### src/rtl/cmd_frame_rcv_pkg.sv
// Shared definitions for the three-byte command link: FSM encodings and
// the field layout of the assembled command word.
package cmd_frame_rcv_pkg;

  typedef enum logic [1:0] {IDLE = 2'd0, MID = 2'd1, LOW = 2'd2} rx_state_e;
  typedef enum logic {TIDLE = 1'b0, TBUSY = 1'b1} tx_state_e;

  localparam int FRAME_BYTES = 3;
  localparam int CMD_W       = 8 * FRAME_BYTES;

  localparam int OPC_MSB = 23;
  localparam int OPC_LSB = 16;
  localparam int DHI_MSB = 15;
  localparam int DHI_LSB = 8;
  localparam int DLO_MSB = 7;
  localparam int DLO_LSB = 0;

endpackage

### src/rtl/cmd_frame_rcv_uart.sv
// 8N1 UART transceiver. rx_rdy_o holds until clr_rx_rdy_i; tx_done_o is a
// single-cycle pulse once the stop bit has been fully driven.
module cmd_frame_rcv_uart #(
  parameter int BAUD_DIV = 434
) (
  input  logic       clk,
  input  logic       rst_n,
  input  logic       rx_i,
  output logic       tx_o,
  output logic [7:0] rx_data_o,
  output logic       rx_rdy_o,
  input  logic       clr_rx_rdy_i,
  input  logic       trmt_i,
  input  logic [7:0] tx_data_i,
  output logic       tx_done_o
);

  localparam int BW = $clog2(BAUD_DIV);

  logic          rx_s1_q, rx_s2_q, rx_busy_q, rx_rdy_q;
  logic [3:0]    rx_bit_q;
  logic [BW-1:0] rx_baud_q;
  logic [7:0]    rx_shift_q, rx_data_q;

  // First countdown lands mid start bit; every later one lands mid bit.
  always_ff @(posedge clk or negedge rst_n) begin
    if (!rst_n) begin
      rx_s1_q    <= 1'b1;
      rx_s2_q    <= 1'b1;
      rx_busy_q  <= 1'b0;
      rx_rdy_q   <= 1'b0;
      rx_bit_q   <= '0;
      rx_baud_q  <= '0;
      rx_shift_q <= '0;
      rx_data_q  <= '0;
    end else begin
      rx_s1_q <= rx_i;
      rx_s2_q <= rx_s1_q;
      if (clr_rx_rdy_i) rx_rdy_q <= 1'b0;
      if (!rx_busy_q) begin
        if (!rx_s2_q) begin
          rx_busy_q <= 1'b1;
          rx_bit_q  <= '0;
          rx_baud_q <= BW'(BAUD_DIV / 2 - 1);
        end
      end else if (rx_baud_q != '0) begin
        rx_baud_q <= rx_baud_q - BW'(1);
      end else begin
        rx_baud_q <= BW'(BAUD_DIV - 1);
        rx_bit_q  <= rx_bit_q + 4'd1;
        if (rx_bit_q == 4'd0) begin
          if (rx_s2_q) rx_busy_q <= 1'b0;
        end else if (rx_bit_q < 4'd9) begin
          rx_shift_q <= {rx_s2_q, rx_shift_q[7:1]};
        end else begin
          rx_busy_q <= 1'b0;
          if (rx_s2_q) begin
            rx_data_q <= rx_shift_q;
            rx_rdy_q  <= 1'b1;
          end
        end
      end
    end
  end

  assign rx_data_o = rx_data_q;
  assign rx_rdy_o  = rx_rdy_q;

  logic          tx_q, tx_busy_q, tx_done_q;
  logic [3:0]    tx_bit_q;
  logic [BW-1:0] tx_baud_q;
  logic [8:0]    tx_shift_q;

  always_ff @(posedge clk or negedge rst_n) begin
    if (!rst_n) begin
      tx_q       <= 1'b1;
      tx_busy_q  <= 1'b0;
      tx_done_q  <= 1'b0;
      tx_bit_q   <= '0;
      tx_baud_q  <= '0;
      tx_shift_q <= '1;
    end else begin
      tx_done_q <= 1'b0;
      if (!tx_busy_q) begin
        if (trmt_i) begin
          tx_q       <= 1'b0;
          tx_busy_q  <= 1'b1;
          tx_bit_q   <= '0;
          tx_baud_q  <= BW'(BAUD_DIV - 1);
          tx_shift_q <= {1'b1, tx_data_i};
        end
      end else if (tx_baud_q != '0) begin
        tx_baud_q <= tx_baud_q - BW'(1);
      end else begin
        tx_baud_q <= BW'(BAUD_DIV - 1);
        if (tx_bit_q == 4'd9) begin
          tx_busy_q <= 1'b0;
          tx_done_q <= 1'b1;
        end else begin
          tx_q       <= tx_shift_q[0];
          tx_shift_q <= {1'b1, tx_shift_q[8:1]};
          tx_bit_q   <= tx_bit_q + 4'd1;
        end
      end
    end
  end

  assign tx_o      = tx_q;
  assign tx_done_o = tx_done_q;

endmodule

### src/rtl/cmd_frame_rcv.sv
// Command-link receive endpoint: assembles opcode/data-hi/data-lo bytes into
// cmd with a ready/clear handshake, and returns one response byte on TX.
module cmd_frame_rcv
  import cmd_frame_rcv_pkg::*;
#(
  parameter int TIMEOUT_CYC = 1_000_000,
  parameter int BAUD_DIV    = 434
) (
  input  logic             clk,
  input  logic             rst_n,
  input  logic             RX,
  output logic             TX,
  output logic [CMD_W-1:0] cmd,
  output logic             cmd_rdy,
  input  logic             clr_cmd_rdy,
  output logic             overrun,
  input  logic [7:0]       resp,
  input  logic             send_resp,
  output logic             resp_sent
);

  localparam int CW = $clog2(TIMEOUT_CYC);

  logic [7:0] rx_data;
  logic       rx_rdy, trmt, tx_done;

  cmd_frame_rcv_uart #(.BAUD_DIV(BAUD_DIV)) u_uart (
    .clk          (clk),
    .rst_n        (rst_n),
    .rx_i         (RX),
    .tx_o         (TX),
    .rx_data_o    (rx_data),
    .rx_rdy_o     (rx_rdy),
    .clr_rx_rdy_i (rx_rdy),
    .trmt_i       (trmt),
    .tx_data_i    (resp),
    .tx_done_o    (tx_done)
  );

  rx_state_e        rx_st_q;
  logic [7:0]       hi_byte_q, mid_byte_q;
  logic [CW-1:0]    tmo_cnt_q;
  logic [CMD_W-1:0] cmd_q;
  logic             cmd_rdy_q, overrun_q;
  logic             tmo_hit, frame_done;

  assign tmo_hit    = (rx_st_q != IDLE) && (tmo_cnt_q == CW'(TIMEOUT_CYC - 1));
  assign frame_done = rx_rdy && (rx_st_q == LOW) && !tmo_hit;

  // A byte landing on the timeout cycle restarts the frame as its opcode.
  always_ff @(posedge clk or negedge rst_n) begin
    if (!rst_n) begin
      rx_st_q    <= IDLE;
      hi_byte_q  <= '0;
      mid_byte_q <= '0;
      tmo_cnt_q  <= '0;
      cmd_q      <= '0;
      cmd_rdy_q  <= 1'b0;
      overrun_q  <= 1'b0;
    end else begin
      if (rx_rdy) begin
        tmo_cnt_q <= '0;
        if (rx_st_q == IDLE || tmo_hit) begin
          hi_byte_q <= rx_data;
          rx_st_q   <= MID;
        end else if (rx_st_q == MID) begin
          mid_byte_q <= rx_data;
          rx_st_q    <= LOW;
        end else begin
          cmd_q[OPC_MSB:OPC_LSB] <= hi_byte_q;
          cmd_q[DHI_MSB:DHI_LSB] <= mid_byte_q;
          cmd_q[DLO_MSB:DLO_LSB] <= rx_data;
          rx_st_q                <= IDLE;
        end
      end else if (tmo_hit) begin
        rx_st_q   <= IDLE;
        tmo_cnt_q <= '0;
      end else if (rx_st_q != IDLE) begin
        tmo_cnt_q <= tmo_cnt_q + CW'(1);
      end

      if (frame_done) begin
        cmd_rdy_q <= 1'b1;
        overrun_q <= !clr_cmd_rdy && (overrun_q || cmd_rdy_q);
      end else if (clr_cmd_rdy) begin
        cmd_rdy_q <= 1'b0;
        overrun_q <= 1'b0;
      end
    end
  end

  tx_state_e tx_st_q;
  logic      resp_sent_q;

  assign trmt = (tx_st_q == TIDLE) && send_resp;

  always_ff @(posedge clk or negedge rst_n) begin
    if (!rst_n) begin
      tx_st_q     <= TIDLE;
      resp_sent_q <= 1'b0;
    end else if (tx_st_q == TIDLE) begin
      if (send_resp) begin
        tx_st_q     <= TBUSY;
        resp_sent_q <= 1'b0;
      end
    end else if (tx_done) begin
      tx_st_q     <= TIDLE;
      resp_sent_q <= 1'b1;
    end
  end

  assign cmd       = cmd_q;
  assign cmd_rdy   = cmd_rdy_q;
  assign overrun   = overrun_q;
  assign resp_sent = resp_sent_q;

endmodule

### config.mk
export PLATFORM = sky130hd
export DESIGN_NAME = cmd_frame_rcv
export DESIGN_NICKNAME = d
export VERILOG_FILES = /design/src/rtl/cmd_frame_rcv_pkg.sv /design/src/rtl/cmd_frame_rcv_uart.sv /design/src/rtl/cmd_frame_rcv.sv
export SDC_FILE = /design/constraint.sdc
export NUM_CORES = 1
export LEC_CHECK = 0
export BUFFER_PORTS_ARGS = -buffer_cell sky130_fd_sc_hd__clkbuf_2
export CORE_UTILIZATION = 50
export CTS_CLUSTER_DIAMETER = 80
export CTS_CLUSTER_SIZE = 40
export DETAILED_ROUTE_END_ITERATION = 8
export PLACE_DENSITY = 0.76
export SYNTH_ARGS = -nofsm -noshare
export SYNTH_HDL_FRONTEND = slang
export SYNTH_HIERARCHICAL = 1
export SYNTH_SLANG_ARGS = --single-unit
### constraint.sdc
create_clock -name clk -period 5.9 [get_ports clk]
set_clock_uncertainty 0.1 [all_clocks]
set_input_delay 0.885 -clock clk [delete_from_list [all_inputs] [get_ports clk]]
set_output_delay 0.885 -clock clk [all_outputs]
set_load 0.05 [all_outputs]
# Yosys cells after proc, flatten, opt, wreduce, memory -nomap -nowiden
# Cells that the tools add are included.
[word_totals]
regBits = 124
latchBits = 0
ramBits = 0
mem_bits_ro = 0
in_bits = 13
out_inout_bits = 28
word_cells = 125
memories = 0
[op_classes]
add_sub_neg = 5
n_mul = 0
n_div = 0
magnitude_cmp = 1
n_eq_ne = 9
n_shift = 0
muxes = 54
bitwise = 6
reduce_logical = 27
[ops]
columns = ["cell", "n"]
rows = [
  ["$mux W9", 10],
  ["$mux W20", 3],
  ["$mux W1", 30],
  ["$mux W4", 7],
  ["$add A20 B1 Y20 const B", 1],
  ["$eq A20 B20 Y1 const B", 1],
  ["$reduce_bool A9 Y1", 2],
  ["$sub A9 B1 Y9 const B", 2],
  ["$reduce_bool A2 Y1", 5],
  ["$reduce_and A3 Y1", 3],
  ["$add A4 B1 Y4 const B", 2],
  ["$mux W2", 4],
  ["$ne A2 B2 Y1 const B", 4],
  ["$not A1 Y1", 6],
  ["$reduce_and A2 Y1", 3],
  ["$logic_and A1 B1 Y1", 5],
  ["$reduce_and A5 Y1", 1],
  ["$eq A4 B4 Y1 const B", 1],
  ["$logic_not A4 Y1", 1],
  ["$lt A4 B4 Y1 const B", 1],
  ["$reduce_and A4 Y1", 1],
  ["$reduce_bool A3 Y1", 1],
  ["$eq A2 B1 Y1 const B", 1],
  ["$eq A2 B2 Y1 const B", 1],
  ["4 further kinds", 6],
]

# Logic depth before layout (Yosys ltp)
[logic_depth]
word_depth = 5
depth_mapped = 7

# By module
# The synthesis kept the hierarchy.
[by_module_without_submodules]
columns = ["mod", "instances", "cells_each", "area_each_um2", "seq_area_each_um2"]
rows = [
  ["cmd_frame_rcv", 1, 262, 2971.6, 1651.6],
  ["cmd_frame_rcv_uart", 1, 238, 2665.1, 1440.1],
]

# Worst setup path after synthesis
# No wires, ideal clock.
[synth_path]
path_kind = "reg2reg"
from = "reg tmo_cnt_q[7]"
to = "reg cmd_q[0], in the netlist cmd[0]"
setup_time_ns = 0.128
t_arrival_ns = 2.347
required_ns = 5.672
setup_slack_ns = 3.326
path_stages_with_launch = 7
path_buffers = 2
period_less_slack_ns = 2.574
cell_sequence = "dfrtp_1 > or4b_1 > or4_1 > buf_2 > o211ai_4 > buf_6 > mux2_1"
[synth_between]
elab_chain_cells = 5
[synth_lines]
columns = ["element", "line", "text"]
rows = [
  ["start: declaration", "cmd_frame_rcv.sv:42", "logic [CW-1:0] tmo_cnt_q;"],
  ["start signal: assignment", "cmd_frame_rcv.sv:79", "tmo_cnt_q <= tmo_cnt_q + CW'(1);"],
  ["$eq A20 B20 Y1", "cmd_frame_rcv.sv:47", "assign tmo_hit = (rx_st_q != IDLE) && (tmo_cnt_q == CW'(TIMEOUT_CYC - 1));"],
  ["$logic_and A1 B1 Y1", "cmd_frame_rcv.sv:47", ""],
  ["$logic_or A1 B1 Y1", "cmd_frame_rcv.sv:63", "if (rx_st_q == IDLE || tmo_hit) begin"],
  ["$not A1 Y1 (no line)", "n/a", ""],
  ["$reduce_and A3 Y1 (no line)", "n/a", ""],
  ["end signal: indexed assignment", "cmd_frame_rcv.sv:70", "cmd_q[OPC_MSB:OPC_LSB] <= hi_byte_q;"],
  ["end signal: indexed assignment", "cmd_frame_rcv.sv:71", "cmd_q[DHI_MSB:DHI_LSB] <= mid_byte_q;"],
  ["end signal: indexed assignment", "cmd_frame_rcv.sv:72", "cmd_q[DLO_MSB:DLO_LSB] <= rx_data;"],
  ["end: declaration", "cmd_frame_rcv.sv:43", "logic [CMD_W-1:0] cmd_q;"],
]
# Every way passes these cells.
# A chain may end at the register's enable or synchronous reset.

# Worst setup path in the final report
[layout_path]
from = "reg tmo_cnt_q[8]"
to = "reg cmd_q[14], in the netlist cmd[14]"
# The elaborated chain is that of the path after synthesis.

==> reports/qor.csv <==
stage;metric;value;unit
worst_setup_path;worstPathRequired;6.21;ns
floorplanning;die-area;11700;µm²
clock_network;cts_tree;built;
placed_design;place_congestion;0.855;
worst_setup_path;r2r_start;tmo_cnt_q[8]$_DFFE_PN0P_;
yosys;synth-edff-count;0;
timing;drv_slew;0;
clock_network;clkTransAtPathRegs;0.06;ns
global_routing;grt_max_degree;64;
global_routing;grt.overflow.total;0;
yosys;synth.top_cells.by_area;dfrtp_1, mux2_2, dfstp_2;
worst_setup_path;path_max_fanout;26;
global_routing;antenna_found_initial;0;
clock_network;cts.sinks;123;
timing;max_freq;0.304;GHz
yosys;synth_seq_cells;123;
yosys;yosys-top-cells-count;dfrtp_1, nand2_1, mux2_2;
finish;drive_gt1_share;22.6;%
route;drc_errors;0;
yosys;yosysMostFrequentCell;dfrtp_1;
finish;stdcell_count;689;
yosys;synth_cell_types;55;
pwr;power.leakage;2.97;nW
timing;tightest_slew;1.26;ns
clock_network;clock_path_buffers;2;
yosys;yosysSeqAreaShare;54.9;%
worst_setup_path;critPathCaptureType;register;
worst_setup_path;path_buf_inv;0;
clock_network;holdBufCountCts;0;
placed_design;port_buffers;40;
finish;ff_latch_area;3090;µm²
global_routing;grt_pass1_wl;19.7;mm
placed_design;dpl.cell_count;658;
timing;post-route-min-period;3.29;ns
worst_hold_path;hp-start;u_uart/rx_s1_q$_DFF_PN1_;
yosys;syn_inst;500;
yosys;async_flop_share;100;%
worst_hold_path;hp-class;register to register;
worst_setup_path;criticalPathCategory;register to register;
timing;setup_tns;0;ns
worst_setup_path;path_cells;or4b_1 > or4_1 > o211ai_4 > mux2_2;
pwr;power;2.08;mW
finish;utilization;60.0;%
worst_setup_path;cp-startpoint;tmo_cnt_q[8]$_DFFE_PN0P_;
job;maxCapViolations;0;
timing;hold_slack;0.258;ns
yosys;netlist_area;5640;µm²
floorplanning;start_util;51.8;%
global_routing;grt_pass1_vias;4044;
floorplanning;io_pins;41;
clock_network;clock_tree.root_cell;clkbuf_8;
route;dr.pass1.iters;4;
route;wl_per_cell;16.7;µm
finish;fill_cells;837;
clock_network;post_cts_buffers;0;
clock_network;cts_resized;0;
finish;antenna_cells;0;
timing;slew_headroom;15.4;%
timing;rsz0062_at_grt;false;
finish;area_delta_synth_final;15.9;%
yosys;yosys_warnings;6;
timing;hold_violations;0;
route;ant_nets;0;
yosys;synth_ff_type;dfrtp_1;
route;drt-total-wl;11.5;mm
clock_network;cts_buffers;17;
floorplanning;die_h;108;µm
yosys;synth_top_area_share;49.7;%
worst_setup_path;cp_slowest_cell;or4_1;
floorplanning;core.rowCount;38;
route;drtIter0Drc;188;
finish;layout.nets;557;
outcome;status;finished clean;
yosys;syn_nets;520;
timing;fin_crit_sh;55.7;%
yosys;avgSynthCellArea;11.3;µm²
floorplanning;fp.dieW;108;µm
worst_setup_path;start_kind;register;
pwr;max-vdd-ir-drop;0.301;mV
finish;multi_input_area;2370;µm²
pwr;powerDensity;319;nW/µm²
route;vias_per_cell;5.96;
timing;setup_violations;0;
worst_setup_path;crit_family;simple AND/OR/NAND/NOR gates;
route;vias;4104;
global_routing;track_usage;22.1;%
yosys;yosysTopAreaCell;dfrtp_1;
placed_design;place_hpwl;7.60;mm
floorplanning;core_area;10900;µm²
worst_setup_path;cpPeakStageDelay;0.83;ns
clock_network;cts_max_level;4;
clock_network;clock_latency;0.53;ns
worst_setup_path;worst_ep_arrival_time;3.60;ns
## power breakdown
part	switching, mW	internal [mW]
Clock	0.383	0.688
Combinational	0.0578	0.0383
Sequential	0.0384	0.878
## through the flow
stage                     setup WS, ns  area [µm²]
final                             2.61        6530
after global routing              2.47        6530
after CTS                         2.63        6530
after detailed placement          2.65        5920
after global placement            2.73        5920
after floorplan                   3.33        5640
## worst register-to-register path: stages (launching register included)
cell and delay [ns]:
dfrtp_1 0.44, or4b_1 0.55, or4_1 0.83, o211ai_4 0.83
mux2_2 0.42
## flip-flops by register name, indices dropped and copies added (netlist names), 2 cells and up
register           flops
u_uart/rx_shift_q      8
u_uart/tx_bit_q        4
u_uart/rx_data_o       8
u_uart/tx_shift_q      8
tmo_cnt_q             20
u_uart/rx_baud_q       9
u_uart/rx_bit_q        4
hi_byte_q              8
cmd                   24
mid_byte_q             8
rx_st_q                2
u_uart/tx_baud_q       9
## path summary, 6_finish.rpt
path,end,slack (ns),cells past startpoint
min,u_uart/rx_s2_q$_DFF_PN1_,0.26,0
max in group asynchronous,u_uart/rx_shift_q[0]$_DFFE_PN0P_,4.08,2
max,cmd[14]$_DFFE_PN0P_,2.61,4
min in group asynchronous,resp_sent$_DFFE_PN0P_,0.32,1
max reg2reg,cmd[14]$_DFFE_PN0P_,2.61,4
min reg2reg,u_uart/rx_s2_q$_DFF_PN1_,0.26,0
## layer usage
layer | up-vias | track usage [%] | part of all wire, %
li1 | 1920 | - | -
met4 | 0 | 9.00 | 2.1
met2 | 72 | 35.9 | 51
met1 | 2091 | 27.9 | 44
met5 | - | 0 | 0
met3 | 21 | 6.03 | 3.6
## cells in the final DEF (no fill, tap or decap), drive strengths merged, types with 6 or more instances in the layout
master	Yosys	final
o211ai	19	19
nand2	36	36
nor3	13	13
nand3	12	12
nor4	6	6
nor2b	6	6
o21ai	18	18
a21oi	24	24
or4	12	12
a31oi	7	7
clkinv	0	6
nor2	26	26
o22a	8	8
clkbuf	19	57
inv	18	20
nand4	14	14
o21a	9	9
and3	6	6
dfrtp	112	112
o31ai	9	9
o22ai	8	8
mux2	48	48
xor2	6	6
dfstp	11	11
ha	7	7
## logic make-up after synthesis
group,Yosys count,share of synthesized area [%]
AO/OA/AOI/OAI,116,14.1
flip-flops,123,54.9
XOR/XNOR,9,1.40
multiplexers,51,10.1
AND/OR/NAND/NOR,152,14.9
adder cells (fa/ha/maj),7,1.55
buffers and inverters,42,3.13
## final cells by class
type | count | area share [%]
timing repair buffer | 42 | 3.33
inverter | 18 | 1.03
clock inverter | 13 | 2.97
tap | 140 | 2.68
clock buffer | 18 | 6.40
multi-input combinational | 335 | 36.3
sequential | 123 | 47.3
(Power assumes the default switching activity.)
